`src/rtl/de4_sopc_st_pkg.sv`:
```
// Shared definitions for the two-requester Avalon-ST packet arbiter.
package de4_sopc_st_pkg;
   localparam int CH_W   = 1;
   localparam int DROP_W = 8;
   localparam logic [DROP_W-1:0] DROP_MAX = '1;

   typedef enum logic [1:0] {
      ST_IDLE = 2'd0,
      ST_PKT0 = 2'd1,
      ST_PKT1 = 2'd2
   } arb_state_e;

   function automatic logic [DROP_W-1:0] sat_inc(input logic [DROP_W-1:0] v);
      return (v == DROP_MAX) ? v : v + 1'b1;
   endfunction
endpackage

```
`src/rtl/de4_sopc_st_out_reg.sv`:
```
// One-deep Avalon-ST output register; reloads whenever empty or being drained.
module de4_sopc_st_out_reg
   import de4_sopc_st_pkg::*;
#(
   parameter int DATA_W  = 32,
   parameter int EMPTY_W = 2
) (
   input  logic               clk,
   input  logic               reset,
   input  logic               i_load,
   input  logic [DATA_W-1:0]  i_data,
   input  logic               i_error,
   input  logic               i_sop,
   input  logic               i_eop,
   input  logic [EMPTY_W-1:0] i_empty,
   input  logic [CH_W-1:0]    i_channel,
   input  logic               i_ready,
   output logic               o_accept,
   output logic               o_valid,
   output logic [DATA_W-1:0]  o_data,
   output logic               o_error,
   output logic               o_sop,
   output logic               o_eop,
   output logic [EMPTY_W-1:0] o_empty,
   output logic [CH_W-1:0]    o_channel
);
   logic               r_valid;
   logic [DATA_W-1:0]  r_data;
   logic               r_error;
   logic               r_sop;
   logic               r_eop;
   logic [EMPTY_W-1:0] r_empty;
   logic [CH_W-1:0]    r_channel;

   assign o_accept = !r_valid || i_ready;

   // Payload only moves on a load so a stalled beat stays bit-stable.
   always_ff @(posedge clk) begin
      if (reset) begin
         r_valid   <= 1'b0;
         r_data    <= '0;
         r_error   <= 1'b0;
         r_sop     <= 1'b0;
         r_eop     <= 1'b0;
         r_empty   <= '0;
         r_channel <= '0;
      end else if (o_accept) begin
         r_valid <= i_load;
         if (i_load) begin
            r_data    <= i_data;
            r_error   <= i_error;
            r_sop     <= i_sop;
            r_eop     <= i_eop;
            r_empty   <= i_empty;
            r_channel <= i_channel;
         end
      end
   end

   assign o_valid   = r_valid;
   assign o_data    = r_data;
   assign o_error   = r_error;
   assign o_sop     = r_sop;
   assign o_eop     = r_eop;
   assign o_empty   = r_empty;
   assign o_channel = r_channel;
endmodule

```
`src/rtl/de4_sopc_st_packet_arbiter.sv`:
```
// Packet-granular round-robin merge of two Avalon-ST sinks onto one source;
// non-SOP beats seen while idle are swallowed and counted.
module de4_sopc_st_packet_arbiter
   import de4_sopc_st_pkg::*;
#(
   parameter int DATA_W  = 32,
   parameter int EMPTY_W = 2
) (
   input  logic               clk,
   input  logic               reset,
   input  logic               in0_valid,
   input  logic [DATA_W-1:0]  in0_data,
   input  logic               in0_error,
   input  logic               in0_startofpacket,
   input  logic               in0_endofpacket,
   input  logic [EMPTY_W-1:0] in0_empty,
   output logic               in0_ready,
   input  logic               in1_valid,
   input  logic [DATA_W-1:0]  in1_data,
   input  logic               in1_error,
   input  logic               in1_startofpacket,
   input  logic               in1_endofpacket,
   input  logic [EMPTY_W-1:0] in1_empty,
   output logic               in1_ready,
   output logic               out_valid,
   output logic [DATA_W-1:0]  out_data,
   output logic               out_error,
   output logic               out_startofpacket,
   output logic               out_endofpacket,
   output logic [EMPTY_W-1:0] out_empty,
   input  logic               out_ready,
   output logic [CH_W-1:0]    out_channel,
   output logic [DROP_W-1:0]  drop_count
);
   arb_state_e          r_state, w_state_nxt;
   logic [CH_W-1:0]     r_last, w_last_nxt;
   logic [DROP_W-1:0]   r_drop;
   logic                w_accept;
   logic                w_grant;
   logic [CH_W-1:0]     w_pick;
   logic                w_elig0, w_elig1;
   logic                w_valid, w_sop, w_eop, w_error;
   logic [DATA_W-1:0]   w_data;
   logic [EMPTY_W-1:0]  w_empty;
   logic                w_xfer, w_fwd, w_drop;

   assign w_elig0 = in0_valid & in0_startofpacket;
   assign w_elig1 = in1_valid & in1_startofpacket;

   // Grant selection: a packet owner keeps the port regardless of its valid;
   // when idle, SOPs beat orphans and orphans are taken lowest index first.
   always_comb begin
      w_pick  = '0;
      w_grant = 1'b0;
      case (r_state)
         ST_PKT0: begin w_pick = 1'b0; w_grant = 1'b1; end
         ST_PKT1: begin w_pick = 1'b1; w_grant = 1'b1; end
         default: begin
            if (w_elig0 && (!w_elig1 || r_last == 1'b1)) begin
               w_pick = 1'b0; w_grant = 1'b1;
            end else if (w_elig1) begin
               w_pick = 1'b1; w_grant = 1'b1;
            end else if (in0_valid) begin
               w_pick = 1'b0; w_grant = 1'b1;
            end else if (in1_valid) begin
               w_pick = 1'b1; w_grant = 1'b1;
            end
         end
      endcase
   end

   assign w_valid = w_pick ? in1_valid         : in0_valid;
   assign w_sop   = w_pick ? in1_startofpacket : in0_startofpacket;
   assign w_eop   = w_pick ? in1_endofpacket   : in0_endofpacket;
   assign w_error = w_pick ? in1_error         : in0_error;
   assign w_data  = w_pick ? in1_data          : in0_data;
   assign w_empty = w_pick ? in1_empty         : in0_empty;

   assign in0_ready = w_accept & ~reset & w_grant & (w_pick == 1'b0);
   assign in1_ready = w_accept & ~reset & w_grant & (w_pick == 1'b1);
   assign w_xfer    = w_accept & ~reset & w_grant & w_valid;

   always_comb begin
      w_state_nxt = r_state;
      w_last_nxt  = r_last;
      w_fwd       = 1'b0;
      w_drop      = 1'b0;
      if (w_xfer) begin
         case (r_state)
            ST_IDLE: begin
               if (w_sop) begin
                  w_fwd = 1'b1;
                  if (w_eop) w_last_nxt  = w_pick;
                  else       w_state_nxt = w_pick ? ST_PKT1 : ST_PKT0;
               end else begin
                  w_drop = 1'b1;
               end
            end
            default: begin
               // A stray SOP inside a packet is just payload.
               w_fwd = 1'b1;
               if (w_eop) begin
                  w_state_nxt = ST_IDLE;
                  w_last_nxt  = w_pick;
               end
            end
         endcase
      end
   end

   always_ff @(posedge clk) begin
      if (reset) begin
         r_state <= ST_IDLE;
         r_last  <= 1'b1;
         r_drop  <= '0;
      end else begin
         r_state <= w_state_nxt;
         r_last  <= w_last_nxt;
         if (w_drop) r_drop <= sat_inc(r_drop);
      end
   end

   assign drop_count = r_drop;

   de4_sopc_st_out_reg #(
      .DATA_W  (DATA_W),
      .EMPTY_W (EMPTY_W)
   ) u_out_reg (
      .clk       (clk),
      .reset     (reset),
      .i_load    (w_fwd),
      .i_data    (w_data),
      .i_error   (w_error),
      .i_sop     (w_sop),
      .i_eop     (w_eop),
      .i_empty   (w_empty),
      .i_channel (w_pick),
      .i_ready   (out_ready),
      .o_accept  (w_accept),
      .o_valid   (out_valid),
      .o_data    (out_data),
      .o_error   (out_error),
      .o_sop     (out_startofpacket),
      .o_eop     (out_endofpacket),
      .o_empty   (out_empty),
      .o_channel (out_channel)
   );
endmodule

```
`config.mk`:
```
export PLATFORM = sky130hd
export DESIGN_NAME = de4_sopc_st_packet_arbiter
export DESIGN_NICKNAME = d
export VERILOG_FILES = /design/src/rtl/de4_sopc_st_pkg.sv /design/src/rtl/de4_sopc_st_out_reg.sv /design/src/rtl/de4_sopc_st_packet_arbiter.sv
export SDC_FILE = /design/constraint.sdc
export NUM_CORES = 1
export LEC_CHECK = 0
export ABC_AREA = 0
export ABC_CLOCK_PERIOD_IN_PS = 6800
export CORE_MARGIN = 4
export CORE_UTILIZATION = 46
export DETAILED_ROUTE_END_ITERATION = 10
export HOLD_SLACK_MARGIN = 0.12
export PLACE_DENSITY = 0.87
export SYNTH_ARGS = -nofsm -noshare
export SYNTH_HDL_FRONTEND = slang
export SYNTH_HIERARCHICAL = 1
export SYNTH_SLANG_ARGS = --single-unit
```
`constraint.sdc`:
```
create_clock -name clk -period 6.8 [get_ports clk]
set_input_delay 1.02 -clock clk [delete_from_list [all_inputs] [get_ports clk]]
set_output_delay 1.02 -clock clk [all_outputs]
set_load 0.03 [all_outputs]
```
-- After elaboration in Yosys (flattened, before gate mapping)
Cells that the tools add are included.
- register bits after elaboration: 50
- bits of input ports: 79
- output and inout port bits: 49
- word-level logic and storage cells: 67
- add/subtract/negate cells: 1
- eq/ne operators: 5
- mux-type cells: 29
- bitwise operators: 10
- reductions and logical operators: 12
- operator list (cell ; count):
    $mux 32 ; 1
    $mux 1 ; 21
    $mux 2 ; 6
    $add 8x1->8 const B ; 1
    $eq 8x8->1 const B ; 1
    $and 1x1->1 ; 7
    $reduce_and 2->1 ; 3
    $reduce_and 4->1 ; 1
    $not 1->1 ; 3
    $eq 2x1->1 const B ; 1
    $eq 2x2->1 const B ; 1
    $logic_not 1->1 ; 2
    $logic_not 2->1 ; 1
    $logic_or 1x1->1 ; 2
    $ne 2x1->1 const B ; 1
    $ne 2x2->1 const B ; 1
    $pmux 1 s2 ; 1
    $reduce_bool 2->1 ; 1
    $reduce_or 2->1 ; 1
    $logic_and 1x1->1 ; 1

-- Depth between registers and ports, before layout
Gate-level depths: netlist of the first run.
- word-level depth: 11
- gate-level depth with buffers: 11
- mapped depth without buffers: 8

-- Modules after synthesis
The synthesis of the first run kept the hierarchy.
- modules (own cells, without submodules) (module ; times used ; cells each ; area an instance (sq um) ; seq. area each (sq um)):
    de4_sopc_st_out_reg ; 1 ; 178 ; 1855.5 ; 780.7
    de4_sopc_st_packet_arbiter ; 1 ; 119 ; 1112.3 ; 220.2

-- Worst setup path before layout of the first run
OpenSTA, ideal clock, no wires.
- path type: input to output
- start point: input port in1_valid
- end point: output port in0_ready
- arrival: 2.335 ns
- required time: 5.780 ns
- setup slack: 3.445 ns
- stages: 5
- buffers on the path: 2
- cell sequence: or2b_1 o31a_1 clkbuf_1 buf_1 o311a_2
- cells in the longest elaborated chain, start to end: 8
- elaborated cells between the ends (all ways): 16
- classes of those cells: mux: 9; bitwise: 4; reduce/logical: 3
- ends and longest elaborated chain (what ; line ; source):
    from (decl) ; de4_sopc_st_packet_arbiter.sv:18 ; input logic in1_valid,
    $and 1x1->1 ; de4_sopc_st_packet_arbiter.sv:48 ; assign w_elig1 = in1_valid & in1_startofpacket;
    $logic_not 1->1 ; de4_sopc_st_packet_arbiter.sv:59 ; if (w_elig0 && (!w_elig1 || r_last == 1'b1)) begin
    $logic_or 1x1->1 ; de4_sopc_st_packet_arbiter.sv:59 ;
    $logic_and 1x1->1 ; de4_sopc_st_packet_arbiter.sv:59 ;
    $mux 1 ; de4_sopc_st_packet_arbiter.sv:59 ;
    $pmux 1 s2 / $mux 1 (equally long branches) ; de4_sopc_st_packet_arbiter.sv:55 ; case (r_state)
    $not 1->1 / $and 1x1->1 (equally long branches) ; de4_sopc_st_packet_arbiter.sv:79 ; assign in0_ready = w_accept & ~reset & w_grant & (w_pick == 1'b0);
    $and 1x1->1 (*) ; de4_sopc_st_packet_arbiter.sv:79 ;
    to (decl) ; de4_sopc_st_packet_arbiter.sv:17 ; output logic in0_ready,
Every way passes the cells marked *; elsewhere a longest branch is shown, timed or not.

-- Final worst setup path of the first run
- start point: input port in1_valid
- end point: output port in1_ready
- elaborated cells between the ends (all ways): 15
- classes of those cells: mux: 9; bitwise: 3; reduce/logical: 3
- RTL lines (what ; line ; source):
    $and 1x1->1 ; de4_sopc_st_packet_arbiter.sv:48 ;
    $logic_not 1->1 ; de4_sopc_st_packet_arbiter.sv:59 ;
    $logic_or 1x1->1 ; de4_sopc_st_packet_arbiter.sv:59 ;
    $logic_and 1x1->1 ; de4_sopc_st_packet_arbiter.sv:59 ;
    $mux 1 (*) ; de4_sopc_st_packet_arbiter.sv:59 ;
    $pmux 1 s2 (*) ; de4_sopc_st_packet_arbiter.sv:55 ;
    net w_pick ; de4_sopc_st_packet_arbiter.sv:40 ; logic [CH_W-1:0] w_pick;
    $and 1x1->1 (*) ; de4_sopc_st_packet_arbiter.sv:80 ; assign in1_ready = w_accept & ~reset & w_grant & (w_pick == 1'b1);
    to (decl) ; de4_sopc_st_packet_arbiter.sv:24 ; output logic in1_ready,
Mark *: on every way through the listed nets, which the timed path passes. The rest lies on a longest branch.

==> impl_metrics.env, run 1 <==
export IMPL_whs_path_depth=2
export IMPL_clkLatencyLatePin_ps=290
export IMPL_pwr_density_cell_nw_per_um2=195.4
export IMPL_vias=2598
export IMPL_die_area_um2=7801
export IMPL_core_area_um2=6314
export IMPL_dr_pass1_iters=4
export IMPL_io_buffers=127
export IMPL_syn_avg_cell_area_um2=9.993
export IMPL_yosys_area_share_adder=0.01265
export IMPL_start_kind="input pin"
export IMPL_hold_viol_final=0
export IMPL_synth_compound_area_frac=0.3069
export IMPL_antenna_found_initial=0
export IMPL_dp_hpwl_um=5215
export IMPL_final_setup_tns_ps=0
export IMPL_final_cell_area_um2=4300
export IMPL_critPathKind="input pin to output pin"
export IMPL_ys_flop_type="dfxtp_1"
export IMPL_synth_top_area_cell="dfxtp_1"
export IMPL_antennaDiodeCount=0
export IMPL_initial_utilization=0.4701
export IMPL_syn_area_um2=2968
export IMPL_synth_xor_area_share=0.005902
export IMPL_yosysWarnings=6
export IMPL_grt_start_max_net_pins=79
export IMPL_fmax_ghz=0.2114
export IMPL_htree_levels=2
export IMPL_io_pins=128
export IMPL_hold_end="r_state[1]$_SDFFE_PP0P_"
export IMPL_outcome="finished, final reports clean"
export IMPL_placed_cell_area_um2=4190
export IMPL_grt_total_usage=0.1830
export IMPL_numClockSinks=50
export IMPL_async_flop_share=0
export IMPL_gr_total_overflow=0
export IMPL_slew_limit_headroom=0.3894
export IMPL_synth_top_area_frac=0.3373
export IMPL_wl_per_cell_um=15.46
export IMPL_total_leakage_power_nw=1.499
export IMPL_ant_nets=0
export IMPL_drt_iter0_markers=104
export IMPL_end_kind="output pin"
export IMPL_reg2reg_from="u_out_reg/o_valid$_SDFFE_PP0P_"
export IMPL_cts_buffer_depth=2
export IMPL_synth_mux_area_frac=0.1467
export IMPL_rsz0062_at_grt="no"
export IMPL_drive_above_1_share=0.2310
export IMPL_vdd_drop_max_mv=0.1234
export IMPL_cp_arrival_ps=3710
export IMPL_place_gp_congestion=0.8812
export IMPL_synth_seq_area_share=0.3373
export IMPL_fill_cells=516
export IMPL_slew_viol_final=0
export IMPL_ctsResizeCount=0
export IMPL_ff2ff_path_depth=7
export IMPL_clock_skew_final_ps=4.820
export IMPL_fp_dieW_um=88.33
export IMPL_synth_edf_count=0
export IMPL_max_cap_violations=0
export IMPL_synth_cells=297
export IMPL_rows=29
export IMPL_worstPathRequired_ps=5780
export IMPL_hold_path_class="flip-flop to flip-flop"
export IMPL_vias_per_cell=5.368
export IMPL_cts_tree="built"
export IMPL_synth_seq_cells=50
export IMPL_synthSimpleGateAreaFrac=0.1252
export IMPL_drc=0
export IMPL_tightestPinTransition_ps=915.9
export IMPL_synth_top_family_by_area="compound AO/OA/AOI/OAI gates"
export IMPL_grt_pass1_wl_um=11520
export IMPL_synth_nets=379
export IMPL_ys_types=49
export IMPL_dieHeight_um=88.33
export IMPL_post_cts_setup_buffer_count=0
export IMPL_holdBufCountCts=0
export IMPL_nets=488
export IMPL_layout_commonest_cell="clkdlybuf4s50_1"
export IMPL_hp_start="r_state[1]$_SDFFE_PP0P_"
export IMPL_cts_root_buf="clkbuf_8"
export IMPL_path_clk_slew_ps=90
export IMPL_routed_wirelength_um=7481
export IMPL_setup_violations=0
export IMPL_fin_crit_ps=4730
export IMPL_cp_max_fo=38
export IMPL_synth_area_leaders="dfxtp_1 (34%), mux2_2 (13%), a21bo_1 (13%), a21oi_2 (11%), nand3_1 (6.9%)"
export IMPL_rrSetupSlack_ps=3560
export IMPL_layout_cells_most_common_list="clkdlybuf4s50_1 (126), dfxtp_1 (50), nand3_1 (41)"
export IMPL_cts_buffers=5
export IMPL_period_share=0.6957
export IMPL_area_growth_pct=44.90
export IMPL_reg2reg_to="r_last$_SDFFE_PP1P_"
export IMPL_grt_pass1_vias=2468
==> critical path, cell delays in order <==
cell and delay (ps):
clkdlybuf4s50_1 590, or2b_1 290, o31a_2 660, inv_1 280
o311a_2 210, clkdlybuf4s50_1 660
==> power by group <==
part           total, mW  internal (mW)  switching, mW  leakage (nW)
logic              0.311          0.155          0.156          1.03
clock network      0.199          0.103         0.0962        0.0575
registers          0.330          0.317         0.0131         0.407
total              0.840          0.575          0.265          1.50
==> cell usage after synthesis (2+ instances only) <==
cell	n
nor2b_1	2
nor2_1	4
o31ai_1	2
a21oi_2	38
or4_1	2
dfxtp_1	50
mux2_2	35
nand2_1	6
inv_1	6
buf_2	8
mux2i_1	3
xnor2_1	2
a21bo_1	38
o32ai_1	2
nand3_1	41
a21oi_1	6
buf_6	7
nor4_1	2
clkbuf_1	8
buf_1	3
o311a_2	2
ha_1	3
==> worst max-delay path by stage <==
stage               startpoint   endpoint  slack, ps  cells after the start
floorplan            in1_valid  in0_ready       3440                      5
global placement     in1_valid  in1_ready       2180                      6
detailed placement   in1_valid  in1_ready       2090                      6
CTS                  in1_valid  in1_ready       2080                      6
global route         in0_valid  in1_ready       1950                      6
finish               in1_valid  in1_ready       2070                      6
==> final cells by class <==
type / instances / area, um2 / area share
multi-input combinational: 213 / 1785 / 0.4152
timing repair buffer: 129 / 1281 / 0.2979
sequential: 50 / 1001 / 0.2328
clock buffer: 8 / 110.1 / 0.02560
tap: 77 / 96.34 / 0.02240
inverter: 7 / 26.28 / 0.006110
==> state kept, by name (all words and copies together), names as in the netlist <==
signal and flops:
u_out_reg/o_data 32, drop_count 8, r_state 2, u_out_reg/o_empty 2, r_last 1, u_out_reg/o_channel 1
u_out_reg/o_eop 1, u_out_reg/o_error 1, u_out_reg/o_sop 1, u_out_reg/o_valid 1
==> per-stage QoR <==
stage	utilization	instances	hold slack, ps	total power, mW	setup WS (ps)
2_1_floorplan	-	297	479.5	0.5377	3445
3_3_place_gp	0.6637	476	492.8	0.6418	2178
3_5_place_dp	0.6637	476	510.9	0.6473	2090
4_1_cts	0.6811	484	523.3	0.8479	2076
5_1_grt	0.6811	484	546.3	0.8820	1946
6_report	0.6811	484	519.9	0.8402	2070
==> cells by family (layout without fill, tap and decap cells) <==
kind of cell / after synthesis / after routing
AO/OA/AOI/OAI: 101 / 101
AND/OR/NAND/NOR: 68 / 68
adder cells (fa/ha/maj): 3 / 3
XOR/XNOR: 2 / 2
buffers and inverters: 34 / 144
flip-flops: 50 / 50
multiplexers: 39 / 39
==> per-layer routing <==
metal  share of wire  GRT usage  up-vias
li1                -          -     1306
met1            0.46     0.2339     1206
met2            0.46     0.3018       81
met3           0.074    0.04655        5
met4          0.0086    0.06044        0
met5               0          0        -
Power figures use the tool's default switching activity.
==> inputs of run 2 (changes only) <==
ABC_CLOCK_PERIOD_IN_PS = 4000   (was 6800)
CORE_UTILIZATION = 39   (was 46)
PLACE_DENSITY = 0.79   (was 0.87)
clock period = 4 ns   (was 6.8 ns; I/O delays follow)
==> run 2 against run 1 <==
Setup slack lost 1500 ps. Register-to-register slack lost 2300 ps. Critical path type unchanged. Routed wire length grew 2.4%. Sequential power grew 70%. Core utilization shrank 8.9 points. Die area grew 16%. Total power grew 67%. Critical endpoint unchanged.
==> impl_metrics.env, run 2 (same netlist as run 1, synthesis figures left out) <==
export IMPL_start_kind="input pin"
export IMPL_die_area_um2=9070
export IMPL_critPathKind="input pin to output pin"
export IMPL_pwr_share_clk=0.215
export IMPL_post_cts_setup_buffer_count=0
export IMPL_clkLatencyLatePin_ps=290
export IMPL_holdBufCountCts=0
export IMPL_grt_pass1_vias=2513
export IMPL_layout_commonest_cell="clkdlybuf4s50_1"
export IMPL_internal_power_mw=0.9476
export IMPL_vdd_drop_max_mv=0.1565
export IMPL_rrSetupSlack_ps=1270
export IMPL_fin_crit_ps=3464
export IMPL_path_clk_slew_ps=90
export IMPL_numClockSinks=50
export IMPL_worstPathRequired_ps=3400
export IMPL_antennaDiodeCount=0
export IMPL_antenna_found_initial=0
export IMPL_ant_nets=0
export IMPL_fill_cells=614
export IMPL_final_setup_tns_ps=0
export IMPL_gr_total_overflow=0
export IMPL_cp_max_fo=7
export IMPL_vias=2613
export IMPL_wl_per_cell_um=15.01
export IMPL_dr_pass1_iters=4
export IMPL_total_leakage_power_nw=1.508
export IMPL_area_growth_pct=46.21
export IMPL_slew_viol_final=0
export IMPL_place_gp_congestion=0.8316
export IMPL_drt_iter0_markers=42
export IMPL_rows=31
export IMPL_cts_buffers=5
export IMPL_swShare=0.3227
export IMPL_io_buffers=127
export IMPL_largest_reg_flops=32
export IMPL_clock_skew_final_ps=3.745
export IMPL_cts_buffer_depth=2
export IMPL_p_sw_mw=0.4515
export IMPL_layout_cells_most_common_list="clkdlybuf4s50_1 (126), dfxtp_1 (50), nand3_1 (41)"
export IMPL_drc=0
export IMPL_dieHeight_um=95.24
export IMPL_vias_per_cell=5.124
export IMPL_io_pins=128
export IMPL_cp_arrival_ps=2860
export IMPL_cts_root_buf="clkbuf_8"
export IMPL_pwr_density_cell_nw_per_um2=322.4
export IMPL_initial_utilization=0.4048
export IMPL_ctsResizeCount=0
export IMPL_grt_total_usage=0.1660
export IMPL_rsz0062_at_grt="no"
export IMPL_comb_power_share=0.384
export IMPL_hold_path_class="flip-flop to flip-flop"
export IMPL_pre_cts_ws_ps=558.2
export IMPL_grt_pass1_wl_um=12070
export IMPL_fp_dieW_um=95.24
export IMPL_slew_limit_headroom=0.4535
export IMPL_period_share=0.8661
export IMPL_htree_levels=2
export IMPL_drive_above_1_share=0.2360
export IMPL_setup_violations=0
export IMPL_end_kind="output pin"
export IMPL_cts_tree="built"
export IMPL_grt_start_max_net_pins=78
export IMPL_p_seq_frac=0.401
export IMPL_nets=492
export IMPL_dp_hpwl_um=5505
export IMPL_finalWorstSetupSlack_ps=535.8
export IMPL_fmax_ghz=0.2887
export IMPL_hold_viol_final=0
export IMPL_max_cap_violations=0
export IMPL_outcome="finished, final reports clean"
export IMPL_tightestPinTransition_ps=809.5
export IMPL_core_area_um2=7331
export IMPL_routed_wirelength_um=7657
==> run 2: final cells by class <==
cell class              count  area, um2  share of cell area
clock buffers               7      86.33             0.01990
clock inverters             1      5.005            0.001153
inverters                   7      26.28            0.006055
multi-input cells         213       1785              0.4115
flip-flops and latches     50       1001              0.2307
well taps                  99      123.9             0.02855
repair buffers            133       1311              0.3022
==> run 2: worst paths after layout <==
| path | end | from | depth (start not counted) |
|---|---|---|---|
| setup reg to reg | drop_count[5]$_SDFFE_PP0P_ | r_state[1]$_SDFFE_PP0P_ | 8 |
| hold reg to reg | drop_count[7]$_SDFFE_PP0P_ | drop_count[7]$_SDFFE_PP0P_ | 2 |
| setup / recovery | in1_ready | in1_valid | 6 |
| hold / removal | drop_count[7]$_SDFFE_PP0P_ | drop_count[7]$_SDFFE_PP0P_ | 2 |
==> run 2: power by group through the flow <==
stage | sequential [mW] | combinational, mW | clock, mW
global placement | 0.570 | 0.531 | 0
floorplan | 0.642 | 0.272 | 0
global route | 0.567 | 0.576 | 0.332
CTS | 0.561 | 0.541 | 0.312
detailed placement | 0.572 | 0.538 | 0
finish | 0.561 | 0.537 | 0.301
==> run 2: metal layers <==
layer	routed length [um]	track usage
met1	3394	0.2052
met5	0	0
met3	612	0.04657
met4	111	0.04928
met2	3539	0.2799
==> run 2: critical path, cell delays in order <==
cell,delay [ps]
clkdlybuf4s50_1,600
or2b_1,300
o31a_2,370
inv_1,140
o311a_2,190
clkdlybuf4s50_1,660
==> run 2: metrics by stage <==
| stage | cells | power (mW) | hold WS, ps | util | instance area [um2] |
|---|---|---|---|---|---|
| detailed placement | 502 | 1.110 | 512.9 | 0.5795 | 4248 |
| floorplan | 297 | 0.9141 | 479.5 | - | 2968 |
| global route | 510 | 1.475 | 568.5 | 0.5919 | 4339 |
| global placement | 502 | 1.101 | 493.3 | 0.5795 | 4248 |
| finish | 510 | 1.399 | 527.6 | 0.5919 | 4339 |
| CTS | 510 | 1.414 | 528.2 | 0.5919 | 4339 |
==> inputs of run 3 (changes only) <==
RECOVER_POWER = 25   (was not set)
==> run 3 against run 2 <==
Die area unchanged. Sequential cell count unchanged. Maximum frequency about the same. Combinational power down 1%. Cell area unchanged. Clock power about the same. Critical path type unchanged. Largest cell class unchanged.
==> impl_metrics.env, run 3 (same netlist as run 1, synthesis figures left out) <==
export IMPL_end_kind="output pin"
export IMPL_cts_buffer_depth=2
export IMPL_die_area_um2=9070
export IMPL_period_share=0.8664
export IMPL_vias_per_cell=5.167
export IMPL_critPathKind="input pin to output pin"
export IMPL_antennaDiodeCount=0
export IMPL_dr_pass1_iters=4
export IMPL_holdBufCountCts=0
export IMPL_core_area_um2=7331
export IMPL_fmax_ghz=0.2886
export IMPL_hold_viol_final=0
export IMPL_tightestPinTransition_ps=826.8
export IMPL_hold_path_class="flip-flop to flip-flop"
export IMPL_cts_buffers=5
export IMPL_io_pins=128
export IMPL_gr_total_overflow=0
export IMPL_place_gp_congestion=0.8316
export IMPL_clock_skew_final_ps=4.983
export IMPL_clkLatencyLatePin_ps=300
export IMPL_final_setup_tns_ps=0
export IMPL_dp_hpwl_um=5505
export IMPL_setup_violations=0
export IMPL_start_kind="input pin"
export IMPL_fin_hold_ws_ps=530.2
export IMPL_vdd_drop_max_mv=0.1561
export IMPL_drive_above_1_share=0.2360
export IMPL_crit_chain="clkdlybuf4s50_1 -> or2b_1 -> o31a_2 -> inv_1 -> o311a_2 -> clkdlybuf4s50_1"
export IMPL_total_leakage_power_nw=1.583
export IMPL_antenna_found_initial=0
export IMPL_largest_reg_flops=32
export IMPL_finalWorstSetupSlack_ps=534.5
export IMPL_fin_crit_ps=3466
export IMPL_grt_total_usage=0.1660
export IMPL_slew_limit_headroom=0.4418
export IMPL_layout_commonest_cell="clkdlybuf4s50_1"
export IMPL_initial_utilization=0.4048
export IMPL_worstPathRequired_ps=3400
export IMPL_cp_arrival_ps=2870
export IMPL_crit_buf_inv=3
export IMPL_pre_cts_ws_ps=558.2
export IMPL_area_growth_pct=46.21
export IMPL_ctsResizeCount=0
export IMPL_slew_viol_final=0
export IMPL_rrSetupSlack_ps=1270
export IMPL_fp_dieW_um=95.24
export IMPL_io_buffers=127
export IMPL_numClockSinks=50
export IMPL_routed_wirelength_um=7651
export IMPL_grt_pass1_vias=2513
export IMPL_drt_iter0_markers=47
export IMPL_cts_tree="built"
export IMPL_grt_pass1_wl_um=12070
export IMPL_drc=0
export IMPL_htree_levels=2
export IMPL_wl_per_cell_um=15.00
export IMPL_cp_max_fo=7
export IMPL_cts_root_buf="clkbuf_8"
export IMPL_post_cts_setup_buffer_count=0
export IMPL_pwr_density_cell_nw_per_um2=320.2
export IMPL_vias=2635
export IMPL_max_cap_violations=0
export IMPL_dieHeight_um=95.24
export IMPL_path_clk_slew_ps=90
export IMPL_nets=492
export IMPL_rows=31
export IMPL_ant_nets=0
export IMPL_rsz0062_at_grt="no"
export IMPL_outcome="finished, final reports clean"
export IMPL_worst_path_dominant_cell_family="buffers and inverters"
export IMPL_crit_top_cell="clkdlybuf4s50_1"
export IMPL_grt_start_max_net_pins=78
export IMPL_slowest_delay_ps=660
export IMPL_layout_cells_most_common_list="clkdlybuf4s50_1 (102), dfxtp_1 (50), nand3_1 (41)"
export IMPL_critPathSlowestCell="clkdlybuf4s50_1"
==> run 3: cell types whose count changed in the layout (fill, tap and decap cells not counted) <==
cell / change
clkdlybuf4s50_1: -24
dlygate4sd3_1: +24
==> run 3: layer usage <==
metal / track usage / vias to the layer above / wire (um) / share of wire
met5: 0 / - / 0 / 0
met1: 0.2052 / 1226 / 3356 / 0.44
met3: 0.04657 / 8 / 654 / 0.085
met2: 0.2799 / 95 / 3529 / 0.46
met4: 0.04928 / 0 / 111 / 0.015
li1: - / 1306 / - / -
==> run 3: final cells by class <==
class	count	area, um2
Sequential cell	50	1001
Tap cell	99	123.9
Clock buffer	7	86.33
Multi-Input combinational cell	213	1785
Fill cell	614	2992
Timing Repair Buffer	133	1311
Clock inverter	1	5.005
Inverter	7	26.28
==> run 3: worst min-delay path, delay by kind of cell (launching register included) <==
family,cells,cell delay [ps]
AOI/OAI and AO/OA,2,140
DFF,1,350
==> run 3: through the flow <==
step / std cells / utilization / area (um2) / total power, mW
after global routing: 510 / 0.5919 / 4339 / 1.467
after CTS: 510 / 0.5919 / 4339 / 1.414
after global placement: 502 / 0.5795 / 4248 / 1.101
after detailed placement: 502 / 0.5795 / 4248 / 1.110
final: 510 / 0.5919 / 4339 / 1.389
after floorplan: 297 / - / 2968 / 0.9141
==> run 3: final timing paths <==
check,start,to,cells after the start
hold reg to reg,drop_count[7]$_SDFFE_PP0P_,drop_count[7]$_SDFFE_PP0P_,2
setup / recovery,in1_valid,in1_ready,6
hold / removal,drop_count[7]$_SDFFE_PP0P_,drop_count[7]$_SDFFE_PP0P_,2
setup reg to reg,r_state[1]$_SDFFE_PP0P_,drop_count[5]$_SDFFE_PP0P_,8
==> run 3: power by group <==
group | switching (mW) | internal, mW
logic | 0.268 | 0.261
clock network | 0.160 | 0.140
registers | 0.0214 | 0.539
total | 0.449 | 0.940
